### config.mk
export PLATFORM = sky130hd
export DESIGN_NAME = decodificador_binario_decimal
export DESIGN_NICKNAME = d
export VERILOG_FILES = /design/src/rtl/decodificador_binario_decimal.sv
export SDC_FILE = /design/constraint.sdc
export NUM_CORES = 1
export LEC_CHECK = 0
export CAP_MARGIN = 15
export CORE_AREA = 3 3 40 42
export CTS_CLUSTER_DIAMETER = 120
export CTS_CLUSTER_SIZE = 30
export DETAILED_ROUTE_END_ITERATION = 10
export DIE_AREA = 0 0 43 45
export SLEW_MARGIN = 25
export SYNTH_ARGS = -nofsm -noshare
export SYNTH_HDL_FRONTEND = slang
export SYNTH_SLANG_ARGS = --single-unit
### constraint.sdc
create_clock -name clk -period 0.8 [get_ports clk]
set_input_delay 0.16 -clock clk [delete_from_list [all_inputs] [get_ports clk]]
set_output_delay 0.16 -clock clk [all_outputs]
set_load 0.005 [all_outputs]
### src/rtl/decodificador_binario_decimal.sv
// Registered 4-bit binary to 7-segment decimal decoder with an error flag for codes 10..15.
// Segment order is S[6:0] = abcdefg. COMMON_ANODE inverts every segment, including the reset pattern.
module decodificador_binario_decimal #(
    parameter bit COMMON_ANODE  = 1'b0,
    parameter bit BLANK_INVALID = 1'b1
) (
    input  logic       clk,
    input  logic       rst_n,
    input  logic [3:0] A,
    output logic [6:0] S,
    output logic       ERR
);

    localparam logic [6:0] SEG_OFF = COMMON_ANODE ? 7'b1111111 : 7'b0000000;

    logic [6:0] seg_raw;
    logic [6:0] seg_d, seg_q;
    logic       err_d, err_q;

    // Active-high (common-cathode) pattern; polarity is applied afterwards.
    always_comb begin
        seg_raw = 7'b0000000;
        err_d   = 1'b0;
        case (A)
            4'd0: seg_raw = 7'b1111110;
            4'd1: seg_raw = 7'b0110000;
            4'd2: seg_raw = 7'b1101101;
            4'd3: seg_raw = 7'b1111001;
            4'd4: seg_raw = 7'b0110011;
            4'd5: seg_raw = 7'b1011011;
            4'd6: seg_raw = 7'b1011111;
            4'd7: seg_raw = 7'b1110000;
            4'd8: seg_raw = 7'b1111111;
            4'd9: seg_raw = 7'b1111011;
            default: begin
                seg_raw = BLANK_INVALID ? 7'b0000000 : 7'b0000001;
                err_d   = 1'b1;
            end
        endcase
        seg_d = COMMON_ANODE ? ~seg_raw : seg_raw;
    end

    // NOTE: non-blocking assignments keep every flop sampling the pre-edge values.
    always_ff @(posedge clk) begin
        if (!rst_n) begin
            seg_q <= SEG_OFF;
            err_q <= 1'b0;
        end else begin
            seg_q <= seg_d;
            err_q <= err_d;
        end
    end

    assign S   = seg_q;
    assign ERR = err_q;

endmodule

After elaboration in Yosys (flattened, before gate mapping)
Cells that the tools add are included.

Output and inout port bits: 8. Word-level logic and storage cells: 15. Register bits: 8. Bits of input ports: 6.

Reduce and logical (&&, ||, !) cells: 2. Mux-type cells: 2. Equality and inequality tests: 9.

Operator list (number): $pmux 7 s10 (1); $eq 4x3->1 const B (4); $reduce_or 10->1 (1); $eq 4x2->1 const B (2); $eq 4x4->1 const B (2); $eq 4x1->1 const B (1); $logic_not 4->1 (1); $mux 1 (1).

Longest topological paths before layout
Gate-level depths: netlist of run 1.

Depth after elaboration: 3. Gate-level depth with buffers: 4. Gate-level depth less buffers: 3.

Worst setup path before layout of run 1
Ideal clock, no wire load.

Kind: input port to flip-flop. Start point: in A[0]. End point: reg seg_q[6] (netlist: S[6]). Arrival: 0.719 ns. Setup time: 0.064 ns. Stages: 4. Path slack: 0.017 ns. Required time: 0.736 ns. Path buffers: 1. Cell sequence: buf_6 -> nor2b_4 -> o32a_1 -> nor2_1.

Word-level cells in the longest chain between the ends: 2. Elaborated cells on any way between the ends: 11. Those cells by class: eq/ne: 9; mux: 1; reduce/logical: 1.

Ends and longest elaborated chain: from (decl) (line 9) `input logic [3:0] A,`; $eq 4x4->1, or another cell as far along (line 24) `case (A)`; $pmux 7 s10 (*) (line 24); to (signal assigned) (line 49) `seg_q <= seg_d;`; to (decl) (line 17) `logic [6:0] seg_d, seg_q;`.

Mark *: on every way between the ends. The rest lies on a longest branch, timed or not. A chain may end at the register's enable or synchronous reset.

Final worst setup path of run 1
Start point: reg seg_q[6] (netlist: S[6]). End point: out S[6].

RTL lines: to (decl) (line 10) `output logic [6:0] S,`.

No word-level cell between the ends.

==> metrics.md, run 1 <==
| Metric | Value |
|---|---|
| Routed Antenna Nets | 0 |
| Top cell type's share of synthesized area | 42.0% |
| Share of cells above drive strength 1 | 56.9% |
| Chip Width | 43 um |
| Area of placed instances | 561 um^2 |
| Die height | 45 um |
| Total track usage | 11.6% |
| Clock tree sinks | 8 |
| Most common cell after layout, fill and taps aside | buf_4 |
| Critical path data required time | 0.64 ns |
| Final Hold Fails | 0 |
| Xor and xnor area share after synthesis | 0% |
| Fin crit period | 0.820 ns |
| DRT Pass-1 Iters | 4 |
| Most frequent cells in the layout | buf_4, buf_2, dfxtp_1, nor2_1 |
| Die area | 1940 um^2 |
| Power Density | 1570 nW/um^2 |
| Clock root cell | clkbuf_4 |
| Input/output buffers | 13 |
| Wirelength, routed | 1040 um |
| Clk network pwr share | 30.9% |
| Worst Slack Setup Final | -0.0201 ns |
| Effective utilization at floorplan | 29.7% |
| Synthesized cell area | 382 um^2 |
| CP max FO | 1 |
| First-pass GRT wire length | 1610 um |
| Bufs on Longest Clock Path | 2 |
| Leak Pwr | 0.296 nW |
| # DRC | 0 |
| Crit-path max cell delay | 0.29 ns |
| # diodes | 0 |
| Internal power | 0.720 mW |
| Yosys cell types | 19 |
| Post-synth EDFFs | 0 |
| Failing checks | setup timing |
| IO Pins | 14 |
| Util after Layout | 48.4% |
| H-tree lvl count | 1 |
| Slowest-stage cell, CP | dfxtp_1 |
| Crit path buf inv count | 1 |
| Area grow syn2layout | 63.0% |
| Sum Neg Setup Slack | -0.0793 ns |
| Largest family of logic cells by synthesized area | compound AO/OA/AOI/OAI gates |
| Vias in the first global route | 342 |
| Hold WC Path Type | primary input to flip-flop |
| Achievable frequency | 1220 MHz |
| Synth Area in Adders | 0% |
| Final Slew Violations | 0 |
| Yosys warns | 0 |
| Sw power | 0.256 mW |
| Net Count, Synth | 46 |
| Cells after synthesis | 40 |
| Hpwl dp | 563 um |
| Sequential share of power | 44.0% |
| Core area | 1280 um^2 |
| Max-cap violations | 0 |
| Worst-path cell chain | buf_2 |
| Sw frac | 26.2% |
| Hold_ws | 0.314 ns |
| FFs w/ async S/R, synth | 0% |
| WP depth | 1 |
| Finished Cell Area | 622 um^2 |
| CP Launch Point | S[6] |
| Data arrival time of the worst path | 0.66 ns |
| CTS tree | built |
| Grt total ovfl | 0 |
| Clock-pin transition on the worst setup and hold timing paths | 0.06 ns |
| Leading area contributor after synthesis | dfxtp_1 |
| Vias/cell | 4.81 |
| Synth Area in Simple Gates | 14.4% |
| Largest net degree at the start of global routing | 9 |
| Row count | 13 |
| Combinational power share | 25.1% |
| Final #Nets | 73 |
| Via count | 385 |
| # hold bufs at CTS | 0 |
| Family with the most delay on the worst path | flip-flops |
| Number of buffers created by CTS | 3 |
| Avg Inst Size Synth | 9.54 um^2 |
| Initial antenna violation count | 0 |
| Synthesized flop and latch total | 8 |
| Synth top area cells | dfxtp_1, buf_6, a21o_1 |
| Main synth FF type | dfxtp_1 |
| Crit end category | output pin |
| Hold Path Cell Cnt | 3 |
| Status | finished, violations left |
| Final Cycle Share | 103% |
| Maximum VDD drop | 594 uV |
| Wire per inst | 13.0 um |
| RD Place Congestion | 0.731 |
| Sequential share of the synthesized area | 42.0% |
| Compound-Gate Fraction of Synth Area | 29.8% |
| RSZ-0062 raised after global routing | yes |
| Total power | 0.976 mW |
| Crit path launch type | flip-flop |
| Setup violators final | 8 |
| Crit path kind | flip-flop to output pin |
| Mux share of post-synthesis cell area | 0% |
| 1st-iter DRT viols | 11 |
| Worst-Margin Slew | 0.282 ns |
| Relative slew slack | 81.1% |
| Hold path start | A[2] |
[cell families (layout without fill, tap and decap cells)]
family,after synthesis,count (layout)
AOI/OAI and AO/OA,15,15
and+or+nand+nor,11,11
DFF,8,8
buffers and inverters,6,31
[final timing paths]
| check | to | slack (ns) |
|---|---|---|
| worst max-delay path | S[6] | -0.02 |
| worst min-delay path | S[0] | 0.31 |
[state kept, by name, indices dropped and copies added, names as in the netlist]
register  count
S             7
ERR           1
[per-layer routing]
layer | GRT usage, % | part of all wire (%) | up-vias | routed length (um)
met3 | 2.79 | 7.8 | 4 | 81
li1 | - | - | 194 | -
met5 | 0 | 0 | - | 0
met2 | 17.7 | 48 | 21 | 503
met4 | 7.23 | 2.5 | 0 | 26
met1 | 14.8 | 41 | 166 | 429
[Yosys cell counts (2+ instances only)]
library cell,count
dfxtp_1,8
nor2_1,5
buf_6,4
a21o_1,3
a21oi_1,3
nand2_1,3
inv_1,2
[through the flow]
stage,instances,setup slack [ns]
finish,80,-0.0201
global route,80,-0.0535
CTS,80,-0.0273
detailed placement,74,-0.534
global placement,74,-0.512
floorplan,40,0.0169
[power by group through the flow]
stage	Clock, mW	Sequential (mW)	Combinational [mW]
after floorplan	0	0.444	0.0993
after global placement	0	0.439	0.216
after detailed placement	0	0.439	0.216
after CTS	0.311	0.430	0.229
after global routing	0.342	0.431	0.264
final	0.302	0.430	0.245
[area by class of cell]
class                   instances  area (um^2)
flip-flops and latches          8          160
multi-input cells              26          230
inverters                       2         7.51
well taps                      15         18.8
repair buffers                 26          183
clock buffers                   3         22.5
fillers                       125          663
[what timing repair did]
action	in CTS	in global routing
gates cloned	2	0
endpoints found under the setup margin	16	13
buffers inserted	1	0
gates resized for setup	52	10
pin swaps	5	1
Note: power is estimated with default switching activity, not from simulation.
==> inputs of run 2 (changes only) <==
CAP_MARGIN = default   (was 15)
==> results of run 2 <==
Same layout as run 1: the final DEF is identical, and so are final timing and power.
